## config.mk

```make
export PLATFORM = sky130hd
export DESIGN_NAME = i2c_txn_arbiter
export DESIGN_NICKNAME = d
export VERILOG_FILES = /design/src/rtl/i2c_txn_arbiter.sv
export SDC_FILE = /design/constraint.sdc
export NUM_CORES = 1
export LEC_CHECK = 0
export CAP_MARGIN = 10
export CORE_MARGIN = 3
export CORE_UTILIZATION = 45
export DETAILED_ROUTE_END_ITERATION = 8
export GPL_TIMING_DRIVEN = 0
export PLACE_DENSITY_LB_ADDON = 0.15
export SYNTH_ARGS = -nofsm -noshare
export SYNTH_HDL_FRONTEND = slang
export SYNTH_SLANG_ARGS = --single-unit
```

## constraint.sdc

```tcl
create_clock -name clk_clk -period 2.5 [get_ports clk_clk]
set_input_delay 0.5 -clock clk_clk [delete_from_list [all_inputs] [get_ports clk_clk]]
set_output_delay 0.5 -clock clk_clk [all_outputs]
set_load 0.02 [all_outputs]
```

## src/rtl/i2c_txn_arbiter.sv

```systemverilog
// Round-robin arbiter sharing one byte-wide I2C master between two requesters.
// Sequences issue, start-wait and completion, and recovers from a silent or
// stuck master by pulsing i2c_rst before reporting an error completion.
module i2c_txn_arbiter #(
    parameter int unsigned START_TIMEOUT = 255,
    parameter int unsigned XFER_TIMEOUT  = 65535,
    parameter int unsigned RST_CYCLES    = 16
) (
    input  logic       clk_clk,
    input  logic       reset_reset_n,
    input  logic       req0_valid,
    output logic       req0_ready,
    input  logic       req0_rw,
    input  logic [7:0] req0_dev_addr,
    input  logic [7:0] req0_reg_addr,
    input  logic [7:0] req0_wdata,
    output logic       req0_done,
    output logic [7:0] req0_rdata,
    output logic       req0_err,
    input  logic       req1_valid,
    output logic       req1_ready,
    input  logic       req1_rw,
    input  logic [7:0] req1_dev_addr,
    input  logic [7:0] req1_reg_addr,
    input  logic [7:0] req1_wdata,
    output logic       req1_done,
    output logic [7:0] req1_rdata,
    output logic       req1_err,
    output logic       grant_id,
    output logic       i2c_en,
    output logic       i2c_rw,
    output logic [7:0] i2c_dev_addr,
    output logic [7:0] i2c_reg_addr,
    output logic [7:0] i2c_mosi,
    output logic       i2c_rst,
    input  logic       i2c_busy,
    input  logic [7:0] i2c_miso
);

    localparam int unsigned MAX_AB = (START_TIMEOUT > XFER_TIMEOUT) ? START_TIMEOUT : XFER_TIMEOUT;
    localparam int unsigned MAX_T  = (MAX_AB > RST_CYCLES) ? MAX_AB : RST_CYCLES;
    localparam int unsigned CW     = $clog2(MAX_T + 1);

    localparam logic [CW-1:0] START_LIM = CW'(START_TIMEOUT);
    localparam logic [CW-1:0] XFER_LIM  = CW'(XFER_TIMEOUT);
    localparam logic [CW-1:0] RST_LAST  = CW'(RST_CYCLES - 1);
    localparam logic [CW-1:0] CNT_MAX   = '1;

    typedef enum logic [2:0] {
        S_IDLE,
        S_ISSUE,
        S_WAIT_BUSY,
        S_WAIT_DONE,
        S_COMPLETE,
        S_RECOVER
    } state_t;

    state_t        state_q, state_d;
    logic [CW-1:0] cnt_q, cnt_d, cnt_inc;
    logic          last_q, last_d;
    logic          grant_q, grant_d;
    logic          rw_q, rw_d;
    logic [7:0]    dev_q, dev_d;
    logic [7:0]    reg_q, reg_d;
    logic [7:0]    mosi_q, mosi_d;
    logic          fault_q, fault_d;
    logic [7:0]    rdata0_q, rdata0_d, rdata1_q, rdata1_d;
    logic          err0_q, err0_d, err1_q, err1_d;
    logic          win1, ready0, ready1;
    logic [7:0]    cpl_rdata;

    // State register and datapath latches
    always_ff @(posedge clk_clk) begin
        if (!reset_reset_n) begin
            state_q  <= S_IDLE;
            cnt_q    <= '0;
            last_q   <= 1'b1;
            grant_q  <= 1'b0;
            rw_q     <= 1'b0;
            dev_q    <= '0;
            reg_q    <= '0;
            mosi_q   <= '0;
            fault_q  <= 1'b0;
            rdata0_q <= '0;
            rdata1_q <= '0;
            err0_q   <= 1'b0;
            err1_q   <= 1'b0;
        end else begin
            state_q  <= state_d;
            cnt_q    <= cnt_d;
            last_q   <= last_d;
            grant_q  <= grant_d;
            rw_q     <= rw_d;
            dev_q    <= dev_d;
            reg_q    <= reg_d;
            mosi_q   <= mosi_d;
            fault_q  <= fault_d;
            rdata0_q <= rdata0_d;
            rdata1_q <= rdata1_d;
            err0_q   <= err0_d;
            err1_q   <= err1_d;
        end
    end

    // Next-state, arbitration and strobe generation
    always_comb begin
        state_d  = state_q;
        cnt_d    = cnt_q;
        last_d   = last_q;
        grant_d  = grant_q;
        rw_d     = rw_q;
        dev_d    = dev_q;
        reg_d    = reg_q;
        mosi_d   = mosi_q;
        fault_d  = fault_q;
        rdata0_d = rdata0_q;
        rdata1_d = rdata1_q;
        err0_d   = err0_q;
        err1_d   = err1_q;
        ready0   = 1'b0;
        ready1   = 1'b0;
        i2c_en   = 1'b0;
        i2c_rst  = 1'b0;
        cnt_inc   = (cnt_q == CNT_MAX) ? cnt_q : cnt_q + 1'b1;
        win1      = (req0_valid && req1_valid) ? ~last_q : req1_valid;
        cpl_rdata = (fault_q || !rw_q) ? 8'h00 : i2c_miso;

        case (state_q)
            S_IDLE: begin
                if (!i2c_busy && (req0_valid || req1_valid)) begin
                    ready0  = ~win1;
                    ready1  = win1;
                    grant_d = win1;
                    last_d  = win1;
                    rw_d    = win1 ? req1_rw : req0_rw;
                    dev_d   = win1 ? req1_dev_addr : req0_dev_addr;
                    reg_d   = win1 ? req1_reg_addr : req0_reg_addr;
                    mosi_d  = (win1 ? req1_rw : req0_rw) ? 8'h00
                                                         : (win1 ? req1_wdata : req0_wdata);
                    state_d = S_ISSUE;
                end
            end
            S_ISSUE: begin
                i2c_en  = 1'b1;
                cnt_d   = '0;
                fault_d = 1'b0;
                state_d = S_WAIT_BUSY;
            end
            S_WAIT_BUSY: begin
                if (i2c_busy) begin
                    cnt_d   = '0;
                    state_d = S_WAIT_DONE;
                end else if (cnt_q >= START_LIM) begin
                    cnt_d   = '0;
                    fault_d = 1'b1;
                    state_d = S_RECOVER;
                end else begin
                    cnt_d = cnt_inc;
                end
            end
            S_WAIT_DONE: begin
                if (!i2c_busy) begin
                    state_d = S_COMPLETE;
                end else if (cnt_q >= XFER_LIM) begin
                    cnt_d   = '0;
                    fault_d = 1'b1;
                    state_d = S_RECOVER;
                end else begin
                    cnt_d = cnt_inc;
                end
            end
            S_RECOVER: begin
                i2c_rst = 1'b1;
                if (cnt_q >= RST_LAST) begin
                    state_d = S_COMPLETE;
                end else begin
                    cnt_d = cnt_inc;
                end
            end
            S_COMPLETE: begin
                // The error completion after recovery shares this state; fault_q selects err=1, rdata=0.
                if (grant_q) begin
                    rdata1_d = cpl_rdata;
                    err1_d   = fault_q;
                end else begin
                    rdata0_d = cpl_rdata;
                    err0_d   = fault_q;
                end
                state_d = S_IDLE;
            end
            default: state_d = S_IDLE;
        endcase
    end

    // Requester-facing outputs; completion values are live during the done cycle, then held
    always_comb begin
        req0_ready   = ready0 & reset_reset_n;
        req1_ready   = ready1 & reset_reset_n;
        req0_done    = (state_q == S_COMPLETE) && !grant_q;
        req1_done    = (state_q == S_COMPLETE) && grant_q;
        req0_rdata   = req0_done ? cpl_rdata : rdata0_q;
        req1_rdata   = req1_done ? cpl_rdata : rdata1_q;
        req0_err     = req0_done ? fault_q : err0_q;
        req1_err     = req1_done ? fault_q : err1_q;
        grant_id     = grant_q;
        i2c_rw       = rw_q;
        i2c_dev_addr = dev_q;
        i2c_reg_addr = reg_q;
        i2c_mosi     = mosi_q;
    end

endmodule

```

==> out/metrics.yaml <==
power:
  pwr-share-comb_pct: 28.5
  p_switching_w: 0.000974
  intPower_w: 0.00210
  leakage_nw: 1.92
  power_density_nw_per_um2: 653
  peakVddDrop_mv: 0.340
  p_sw_share_pct: 31.7
  pwr-share-seq_pct: 38.5
  clock_power_share_pct: 33.0
place:
  place_hpwl_microns: 6400
  numPortBuffers: 111
  place_ws_ns: -0.694
  gp_congestion: 0.919
timing:
  fin_crit_ns: 2.39
  worstMarginPinSlew_ns: 0.704
  relSlewSlack_pct: 53.0
  fmax_mhz: 418
  setup_tns_ns: 0
  period_share_pct: 95.6
  finalHoldViolCount: 0
  setup_viol_count_final: 0
  fin_ws_ns: 0.109
  maxSlewViolCount: 0
  skew_ns: 0.0106
drt:
  avgRoutedWirePerCell_microns: 14.6
  dr.pass1.iters: 5
  drtAntennaViolNets: 0
  drt_iter0_drc: 269
  drc: 0
  wl_microns: 8810
  viasPerCell: 5.45
  via_count: 3293
logic_synthesis:
  ys.flop_type: "dfxtp_1"
  synth_area_sq_um: 3190
  yosysWarnings: 0
  ys_seq_area_share_pct: 40.8
  synth_edf_count: 0
  ys_types: 49
  synth_cells: 375
  synth.ff_latch_count: 65
  synth_nets: 440
  ys_async_sr_fraction_pct: 0
  synth_area_per_cell_sq_um: 8.50
worst_setup_path:
  reg2reg_from: "cnt_q[1]$_SDFFE_PN0P_"
  startpoint_type: "register"
  startpoint: "state_q[1]$_SDFFE_PN0P_"
  required_ns: 2.00
  cp_max_fo: 10
  path_class: "register to output port"
  endpoint_kind: "output port"
  arrival_ns: 1.89
flow_run:
  cap_violations: 0
global_routing:
  grt_max_degree: 14
  grt_overflow_total: 0
  grt_pass1_wl_microns: 14500
  grt_pass1_vias: 3096
  grtUsageTotal_pct: 21.6
  antenna_found_initial: 0
floorplanning:
  fp.dieArea_sq_um: 8130
  rows: 30
  die_w_microns: 90.2
  io_pins: 113
  coreArea_sq_um: 6830
  start_util_pct: 46.7
  die_height_microns: 90.2
clocking:
  clock-root-buffer: "clkbuf_8"
  clk_latency_ns: 0.35
  ctsHoldBuffers: 0
  clk_pin_slew_ns: 0.08
  cts_tree: "done"
  cts.sinks: 65
  cts.path.max_buffers: 2
  cts_buffers: 9
  htreeDepth: 3
cells_and_area:
  nets: 568
  final_cell_mix: "clkdlybuf4s50_1, dfxtp_1, nand2_1"
  antennaDiodeCount: 0
  final_common_cell: "clkdlybuf4s50_1"
  area_growth_syn_to_layout_pct: 47.6
  drive_gt1_share_pct: 11.2
min_path:
  hold_start: "last_q$_SDFFE_PN1P_"
  holdCritPathClass: "register to register"
status:
  status: "completed"
-- logic make-up after synthesis --
logic type	synth area share, %
multiplexers	8.55
buffers and inverters	4.20
AO/OA/AOI/OAI	20.6
flip-flops	40.8
adder cells (fa/ha/maj)	0.784
AND/OR/NAND/NOR	25.1
-- area by class of cell --
cell class / instances / area (sq um)
plain buffers: 22 / 113
clock buffers: 9 / 124
clock inverters: 7 / 100
fillers: 585 / 2120
inverters: 12 / 45.0
multi-input cells: 276 / 1800
flip-flops and latches: 65 / 1300
well taps: 96 / 120
repair buffers: 117 / 1100
-- critical path, stage by stage, from the launching register on --
cell and delay [ns]:
dfxtp_1 0.33, clkbuf_4 0.19, nor2_4 0.14, buf_4 0.16, nor4b_4 0.20, buf_4 0.17, and3_1 0.18, buf_2 0.18
-- stage by stage --
step                      hold slack, ns  power (W)  util [%]  instances  cell area [sq um]
after floorplan                    0.423    0.00166         -        375               3190
after detailed placement           0.444    0.00202      64.7        582               4420
after CTS                          0.456    0.00307      68.6        603               4690
after global routing               0.478    0.00323      68.9        604               4710
final                              0.449    0.00307      68.9        604               4710
after global placement             0.431    0.00201      64.7        582               4420
-- per-layer routing --
layer	track usage, %	wire [microns]	vias up
li1	-	-	1631
met1	26.9	3650	1509
met2	34.4	4150	144
met3	8.45	930	9
met4	6.89	84	0
met5	0	0	-
-- final timing paths --
kind	cells after the start	slack [ns]	end
min reg2reg	2	0.45	last_q$_SDFFE_PN1P_
max reg2reg	7	0.15	cnt_q[2]$_SDFFE_PN0P_
max	7	0.11	req1_ready
min	2	0.45	last_q$_SDFFE_PN1P_
-- power groups by stage --
| stage | registers, W | clock network (W) | logic, W |
|---|---|---|---|
| CTS | 0.00118 | 0.00103 | 0.000858 |
| global placement | 0.00120 | 0 | 0.000812 |
| floorplan | 0.00127 | 0 | 0.000395 |
| finish | 0.00118 | 0.00101 | 0.000875 |
| global route | 0.00119 | 0.00108 | 0.000951 |
| detailed placement | 0.00120 | 0 | 0.000822 |
-- registers in the layout, summed over array words and instances (netlist names) --
signal        flops
cnt_q            16
i2c_dev_addr      8
i2c_mosi          8
i2c_reg_addr      8
rdata0_q          8
rdata1_q          8
state_q           3
err0_q            1
err1_q            1
fault_q           1
grant_id          1
i2c_rw            1
last_q            1
-- repair_timing --
action | CTS | global route
pin swaps | 1 | 2
buffers inserted | 5 | 1
gates resized for setup | 48 | 36
endpoints found under the setup margin | 23 | 28
-- synth_stat cells, types with 7 or more instances --
cell type,instances,area share [%]
nand2_1,45,5.3
clkbuf_1,13,1.5
o21ai_0,27,4.2
dfxtp_1,65,41
nor2_1,31,3.6
a21oi_1,10,1.6
a211oi_1,19,4.5
inv_1,12,1.4
and3_1,7,1.4
nand3_1,13,2.0
nor4_1,7,1.4
nand4_1,10,2.0
and2_1,19,3.7
a211o_1,8,2.2
mux2i_1,25,7.8
No activity file was read; power rests on OpenSTA's default activity.
